[src/rtl/fetch_window_queue_if.sv]
// Handshake bundle for fetch_window_queue: imem fetch port, pre-decode advance
// inputs and the presented instruction window.
interface fetch_window_queue_if #(
   parameter int DEPTH = 16
);
   localparam int CW = $clog2(DEPTH) + 1;

   logic          imem_req;
   logic [31:0]   imem_addr;
   logic          imem_valid;
   logic [127:0]  imem_data;
   logic [31:0]   consume;
   logic          consume_jump;
   logic          hold;
   logic          redirect;
   logic [31:0]   redirect_pc;
   logic [31:0]   instr0;
   logic [31:0]   instr1;
   logic [31:0]   instr2;
   logic [31:0]   instr3;
   logic          window_valid;
   logic [31:0]   head_pc;
   logic [CW-1:0] count;

   modport slave (
      output imem_req, imem_addr,
      input  imem_valid, imem_data,
      input  consume, consume_jump, hold, redirect, redirect_pc,
      output instr0, instr1, instr2, instr3, window_valid, head_pc, count
   );

   modport master (
      input  imem_req, imem_addr,
      output imem_valid, imem_data,
      output consume, consume_jump, hold, redirect, redirect_pc,
      input  instr0, instr1, instr2, instr3, window_valid, head_pc, count
   );
endinterface

[src/rtl/fetch_window_queue.sv]
// Circular instruction queue feeding a 4-wide pre-decode stage from 128-bit imem lines.
// Optional FWQ_PARTIAL_EN presents partial windows (window_valid when count >= 1).
module fetch_window_queue #(
   parameter int          DEPTH    = 16,
   parameter logic [31:0] RESET_PC = 32'h0
) (
   input logic                 clk,
   input logic                 rst_n,
   fetch_window_queue_if.slave bus
);
   localparam int AW = $clog2(DEPTH);
   localparam int CW = AW + 1;

   typedef enum logic [1:0] {IDLE, WAIT, DROP} state_t;

   state_t        state_reg;
   logic [31:0]   mem [DEPTH];
   logic [AW-1:0] head_ptr_reg;
   logic [AW-1:0] tail_ptr_reg;
   logic [CW-1:0] count_reg;
   logic [31:0]   head_pc_reg;
   logic [31:0]   fetch_pc_reg;
   logic [31:0]   imem_addr_reg;
   logic          imem_req_reg;
   logic [1:0]    skip_reg;

   logic          window_valid_w;
   logic          consume_active;
   logic          do_jump;
   logic          do_flush;
   logic          consume_legal;
   logic          do_pop;
   logic          push_ok;
   logic          issue_idle;
   logic          issue_wait;
   logic          issue;
   logic [2:0]    pop_n;
   logic [2:0]    push_n;
   logic [CW-1:0] count_next;
   logic [31:0]   jump_target;
   logic [31:0]   flush_pc;
   logic [31:0]   line_addr;
   logic [31:0]   instr_w [4];

`ifdef FWQ_PARTIAL_EN
   assign window_valid_w = (count_reg != '0);
`else
   assign window_valid_w = (count_reg >= CW'(4));
`endif

   assign consume_active = !bus.hold && !bus.redirect;
   assign do_jump        = consume_active && bus.consume_jump;
   assign do_flush       = bus.redirect || do_jump;

   // A pop is legal only as whole words, at most one window, never past the valid entries.
   assign consume_legal  = (bus.consume[1:0] == 2'b00) &&
                           (bus.consume <= 32'd16) &&
                           (bus.consume <= (32'(count_reg) << 2)) &&
                           (window_valid_w || (bus.consume == 32'd0));
   assign do_pop         = consume_active && !bus.consume_jump && consume_legal;
   assign pop_n          = do_pop ? bus.consume[4:2] : 3'd0;

   // A response racing a flush belongs to the old stream and is dropped.
   assign push_ok        = (state_reg == WAIT) && bus.imem_valid && !do_flush;
   assign push_n         = push_ok ? (3'd4 - {1'b0, skip_reg}) : 3'd0;
   assign count_next     = count_reg - CW'(pop_n) + CW'(push_n);

   assign issue_idle     = (state_reg == IDLE) && !do_flush && (count_reg <= CW'(DEPTH - 4));
   assign issue_wait     = push_ok && (count_next <= CW'(DEPTH - 4));
   assign issue          = issue_idle || issue_wait;

   assign jump_target    = (head_pc_reg + bus.consume) & ~32'h3;
   assign flush_pc       = bus.redirect ? bus.redirect_pc : jump_target;
   assign line_addr      = fetch_pc_reg & ~32'hF;

   always_ff @(posedge clk or negedge rst_n) begin
      if (!rst_n) begin
         state_reg     <= IDLE;
         head_ptr_reg  <= '0;
         tail_ptr_reg  <= '0;
         count_reg     <= '0;
         head_pc_reg   <= RESET_PC;
         fetch_pc_reg  <= RESET_PC;
         imem_addr_reg <= '0;
         imem_req_reg  <= 1'b0;
         skip_reg      <= '0;
      end else begin
         imem_req_reg <= issue;
         if (do_flush) begin
            head_ptr_reg <= '0;
            tail_ptr_reg <= '0;
            count_reg    <= '0;
            head_pc_reg  <= flush_pc;
            fetch_pc_reg <= flush_pc;
            // An outstanding request must still be drained unless it completes right now.
            state_reg    <= ((state_reg == IDLE) || bus.imem_valid) ? IDLE : DROP;
         end else begin
            head_ptr_reg <= head_ptr_reg + AW'(pop_n);
            tail_ptr_reg <= tail_ptr_reg + AW'(push_n);
            count_reg    <= count_next;
            if (do_pop) begin
               head_pc_reg <= head_pc_reg + {27'b0, pop_n, 2'b00};
            end
            if (issue) begin
               imem_addr_reg <= line_addr;
               skip_reg      <= fetch_pc_reg[3:2];
               fetch_pc_reg  <= line_addr + 32'd16;
            end
            case (state_reg)
               IDLE: begin
                  if (issue) state_reg <= WAIT;
               end
               WAIT: begin
                  if (bus.imem_valid) state_reg <= issue ? WAIT : IDLE;
               end
               default: begin
                  if (bus.imem_valid) state_reg <= IDLE;
               end
            endcase
         end
      end
   end

   // Words below the start offset of an unaligned target are skipped.
   always_ff @(posedge clk) begin
      if (push_ok) begin
         for (int k = 0; k < 4; k++) begin
            if (k >= int'(skip_reg)) begin
               mem[tail_ptr_reg + AW'(k - int'(skip_reg))] <= bus.imem_data[32*k +: 32];
            end
         end
      end
   end

   generate
      for (genvar gi = 0; gi < 4; gi++) begin : g_lane
         logic [AW-1:0] rd_ptr;
         assign rd_ptr      = head_ptr_reg + AW'(gi);
         assign instr_w[gi] = (count_reg > CW'(gi)) ? mem[rd_ptr] : 32'b0;
      end
   endgenerate

   assign bus.instr0       = instr_w[0];
   assign bus.instr1       = instr_w[1];
   assign bus.instr2       = instr_w[2];
   assign bus.instr3       = instr_w[3];
   assign bus.window_valid = window_valid_w;
   assign bus.head_pc      = head_pc_reg;
   assign bus.count        = count_reg;
   assign bus.imem_req     = imem_req_reg;
   assign bus.imem_addr    = imem_addr_reg;

   consume_legal_a: assert property (@(posedge clk) disable iff (!rst_n)
      (consume_active && !bus.consume_jump) |-> consume_legal);

endmodule

[src/flat_wrapper.sv]
// flat-port wrapper written by rule: the top's interface ports become plain ports
module fetch_window_queue_flat 
#(
   parameter int          DEPTH    = 16,
   parameter logic [31:0] RESET_PC = 32'h0
)
  (clk, rst_n, bus_imem_req, bus_imem_addr, bus_imem_valid, bus_imem_data, bus_consume, bus_consume_jump, bus_hold, bus_redirect, bus_redirect_pc, bus_instr0, bus_instr1, bus_instr2, bus_instr3, bus_window_valid, bus_head_pc, bus_count);
  fetch_window_queue_if #(.DEPTH(DEPTH)) bus_i ();
  input logic clk;
  input logic rst_n;
  output wire logic [$bits(bus_i.imem_req)-1:0] bus_imem_req;
  output wire logic [$bits(bus_i.imem_addr)-1:0] bus_imem_addr;
  input wire logic [$bits(bus_i.imem_valid)-1:0] bus_imem_valid;
  input wire logic [$bits(bus_i.imem_data)-1:0] bus_imem_data;
  input wire logic [$bits(bus_i.consume)-1:0] bus_consume;
  input wire logic [$bits(bus_i.consume_jump)-1:0] bus_consume_jump;
  input wire logic [$bits(bus_i.hold)-1:0] bus_hold;
  input wire logic [$bits(bus_i.redirect)-1:0] bus_redirect;
  input wire logic [$bits(bus_i.redirect_pc)-1:0] bus_redirect_pc;
  output wire logic [$bits(bus_i.instr0)-1:0] bus_instr0;
  output wire logic [$bits(bus_i.instr1)-1:0] bus_instr1;
  output wire logic [$bits(bus_i.instr2)-1:0] bus_instr2;
  output wire logic [$bits(bus_i.instr3)-1:0] bus_instr3;
  output wire logic [$bits(bus_i.window_valid)-1:0] bus_window_valid;
  output wire logic [$bits(bus_i.head_pc)-1:0] bus_head_pc;
  output wire logic [$bits(bus_i.count)-1:0] bus_count;
  assign bus_imem_req = bus_i.imem_req;
  assign bus_imem_addr = bus_i.imem_addr;
  assign bus_i.imem_valid = bus_imem_valid;
  assign bus_i.imem_data = bus_imem_data;
  assign bus_i.consume = bus_consume;
  assign bus_i.consume_jump = bus_consume_jump;
  assign bus_i.hold = bus_hold;
  assign bus_i.redirect = bus_redirect;
  assign bus_i.redirect_pc = bus_redirect_pc;
  assign bus_instr0 = bus_i.instr0;
  assign bus_instr1 = bus_i.instr1;
  assign bus_instr2 = bus_i.instr2;
  assign bus_instr3 = bus_i.instr3;
  assign bus_window_valid = bus_i.window_valid;
  assign bus_head_pc = bus_i.head_pc;
  assign bus_count = bus_i.count;
  fetch_window_queue #(.DEPTH(DEPTH), .RESET_PC(RESET_PC)) u_core (.clk(clk), .rst_n(rst_n), .bus(bus_i));
endmodule
[config.mk]
export PLATFORM = sky130hd
export DESIGN_NAME = fetch_window_queue_flat
export DESIGN_NICKNAME = d
export VERILOG_FILES = /design/src/rtl/fetch_window_queue_if.sv /design/src/rtl/fetch_window_queue.sv /design/src/flat_wrapper.sv
export SDC_FILE = /design/constraint.sdc
export NUM_CORES = 2
export LEC_CHECK = 0
export CAP_MARGIN = 20
export CORE_UTILIZATION = 39
export CTS_BUF_LIST = sky130_fd_sc_hd__clkbuf_4
export DETAILED_ROUTE_END_ITERATION = 10
export SLEW_MARGIN = 20
export SYNTH_ARGS = -nofsm -noshare
export SYNTH_HDL_FRONTEND = slang
export SYNTH_SLANG_ARGS = --single-unit
[constraint.sdc]
create_clock -name clk -period 6.3 [get_ports clk]
set_input_delay 1.575 -clock clk [delete_from_list [all_inputs] [get_ports clk]]
set_output_delay 1.575 -clock clk [all_outputs]
set_load 0.02 [all_outputs]
==> run_results.csv <==
group,metric,value,unit
worst_setup_path,worst-endpoint-required,4720,ps
sta,slew_viol_final,0,
pwr,vdd_drop_max,0.2772,mV
sta,fin_hold_ws,486.9,ps
sta,fin_ws,-78.34,ps
global_routing,antenna_found_initial,35,
worst_setup_path,crit_top_cell,"a211oi_1",
sta,hold_viol_final,0,
global_routing,grt_remaining_overflow,0,
run_status,outcome,"finished with violations",
sta,fin_crit,6378,ps
detailed_routing,ant_nets,0,
layout,synthToLayoutAreaGrowth,15.76,%
die,die-area,149600,um2
die,ioPinCount,397,
worst_setup_path,cp_max_fo,14,
place,gp_congestion,0.9515,
global_routing,grt_pass1_wl,356400,um
worst_setup_path,path_cells,"ha_1, nand2_1, xor2_4, buf_4, a211oi_1, a211oi_1, clkdlybuf4s50_1",
clock_tree,htreeDepth,4,
global_routing,grt_max_degree,145,
flow_run,maxCapViolations,0,
clock_tree,cts_root_buffer,"clkbuf_4",
die,design.core.area,146300,um2
detailed_routing,first_iter_violations,7708,
detailed_routing,num_vias,52170,
die,start_util,39.48,%
synthesis,synth_edf_count,512,
pwr,p_total,14.61,mW
place,hpwl,158100,um
layout,nets,5686,
layout,final_area,66840,um2
layout,multi_input_area,37270,um2
synthesis,synth_cells,5250,
run_status,violations,"negative setup slack",
synthesis,synth_cell_types,85,
worst_setup_path,crit_start,"u_core.head_ptr_reg[2]",
clock_tree,cts_inserted_buffers,189,
layout,fin_util,45.70,%
place,io_buffers,392,
clock_tree,ctsLongestPathBuffers,3,
sta,rsz0062_at_grt,"yes",
worst_setup_path,crit_path_end_kind,"output port",
detailed_routing,dr.pass1.iters,6,
sta,tns,-78.34,ps
worst_setup_path,critPathTopFamily,"buffers and inverters",
layout,drive_gt1_share,22.80,%
die,die_w,386.8,um
pwr,powerDensity,218.6,nW/um2
global_routing,grtUsageTotal,32.77,%
synthesis,synth_area_per_cell,11.00,um2
synthesis,synth_flop_cell,"edfxtp_1",
synthesis,ys.warnings.count,0,
clock_tree,clk-insertion-delay-late,1260,ps
place,dp_slack,-428.4,ps
sta,fin_worst_skew,112.6,ps
detailed_routing,routed_wl,252700,um
die,rows,140,
sta,slew_headroom,18.45,%
synthesis,ys_seq_area_share,31.31,%
worst_setup_path,crit_path_top_delay_cell,"a211oi_1",
clock_tree,cts_sinks,620,
sta,max_freq,156.8,MHz
sta,worstMarginPinSlew,1223,ps
synthesis,syn_area,57740,um2
sta,finalSetupViolations,1,
layout,nFillCells,13390,
die,fp.dieH,386.8,um
global_routing,grt_pass1_vias,49040,
detailed_routing,via_per_inst,6.968,
synthesis,synth-seq-cells,620,
synthesis,synth-async-reset-ratio,17.42,%
worst_setup_path,max_stage_delay,870,ps
worst_setup_path,r2r_start,"u_core.bus.count[3]",
layout,largest_register_ffs,512,
worst_setup_path,crit_type,"flip-flop to output port",
place,dpl_cell_area,64260,um2
hold_path,hold_start,"u_core.fetch_pc_reg[2]",
hold_path,holdCritPathClass,"flip-flop to flip-flop",
layout,regArea,18090,um2
worst_setup_path,critical_path_arrival,4800,ps
worst_setup_path,start_kind,"flip-flop",
worst_setup_path,path_buf_inv,2,
layout,layout.cells.non_filler,7487,
detailed_routing,drc,0,
pwr,leakagePower,26.13,nW
detailed_routing,wl_per_cell,33.75,um
clock_tree,cts_tree,"built",
place,dp.cells,7122,
clock_tree,clk_pin_slew,60,ps
sta,period_share,101.2,%
synthesized netlist by cell type, drive strengths merged, types with 29 or more instances:
master / number / area [um2]
nor2: 658 / 2487
a211oi: 647 / 4857
mux2i: 585 / 5856
mux4: 576 / 12970
a21o: 547 / 4106
edfxtp: 512 / 15370
clkbuf: 468 / 1757
buf: 222 / 1082
nor2b: 135 / 844.6
dfrtp: 108 / 2703
nand2: 101 / 379.1
a21oi: 84 / 420.4
ha: 68 / 850.8
nand3: 61 / 385.4
inv: 52 / 195.2
o21ai: 44 / 220.2
nor3: 32 / 255.2
mux2: 29 / 326.6
cell type report:
| type | count | area share [%] |
|---|---|---|
| Multi-Input combinational cell | 3892 | 55.76 |
| Timing Repair Buffer | 655 | 9.815 |
| Tap cell | 1917 | 3.589 |
| Sequential cell | 620 | 27.07 |
| Antenna cell | 27 | 0.1011 |
| Clock buffer | 259 | 2.909 |
| Inverter | 52 | 0.2920 |
| Clock inverter | 65 | 0.4680 |
worst reg2reg max path, delay by kind of cell (launching register included):
kind	cells	cell delay [ps]
compound gates	3	570
simple gates	7	1910
mux	1	240
fa+ha+maj	4	1120
buf+inv	5	640
xor+xnor	1	280
flops	1	400
layout by cell type, fill, tap and decap left out, types with 66 or more instances in the layout:
master	Yosys	layout
a211oi_1	647	638
a21o_1	547	547
a21oi_1	84	83
buf_4	18	213
clkbuf_4	0	259
clkdlybuf4s50_1	0	389
dfrtp_1	108	104
edfxtp_1	512	512
ha_1	68	66
mux2i_1	585	585
mux4_2	576	576
nand2_1	101	93
nor2_1	655	637
nor2b_1	135	135
final timing paths:
path	end	slack, ps	depth (start not counted)
worst max-delay path	bus_instr1[1]	-80	7
worst min-delay path	u_core.fetch_pc_reg[2]	490	2
worst max register to register	u_core.fetch_pc_reg[22]	1060	21
worst min register to register	u_core.fetch_pc_reg[2]	490	2
max in group asynchronous	u_core.head_ptr_reg[2]	4540	2
min in group asynchronous	u_core.bus.imem_addr[22]	520	1
logic make-up (layout without fill, tap and decap cells):
| group | Yosys count | after routing | synth area share (%) |
|---|---|---|---|
| and+or+nand+nor | 1114 | 1114 | 9.036 |
| xor gates and xnor gates | 45 | 46 | 0.8061 |
| DFF | 620 | 620 | 31.31 |
| AOI/OAI and AO/OA | 1460 | 1460 | 18.60 |
| muxes | 1190 | 1190 | 33.17 |
| buffers and inverters | 742 | 1031 | 5.255 |
| other | 1 | 31 | 0.006494 |
| adders and majority gates | 78 | 78 | 1.820 |
power breakdown:
part	internal, mW	leakage (nW)	total (mW)	switching [mW]
logic	2.17	18.8	5.52	3.35
registers	4.78	5.99	5.09	0.320
clock network	1.93	1.34	4.00	2.07
per-layer routing:
metal | global-route usage (%) | routed length [um] | vias to the layer above
met5 | 0.2552 | 232 | -
met4 | 17.56 | 14660 | 34
met3 | 11.80 | 38080 | 847
met2 | 47.38 | 107400 | 4336
met1 | 42.67 | 92270 | 25800
li1 | - | - | 21160
what timing repair did:
item / 4_1_cts / 5_1_grt
buffers inserted: 11 / 1
endpoints found under the hold margin: 0 / 0
resized for setup: 10 / 4
gates cloned: 2 / 0
hold buffers: 0 / 0
pin swaps: 3 / 0
setup endpoints to repair: 75 / 70
Power figures use the tool's default switching activity.
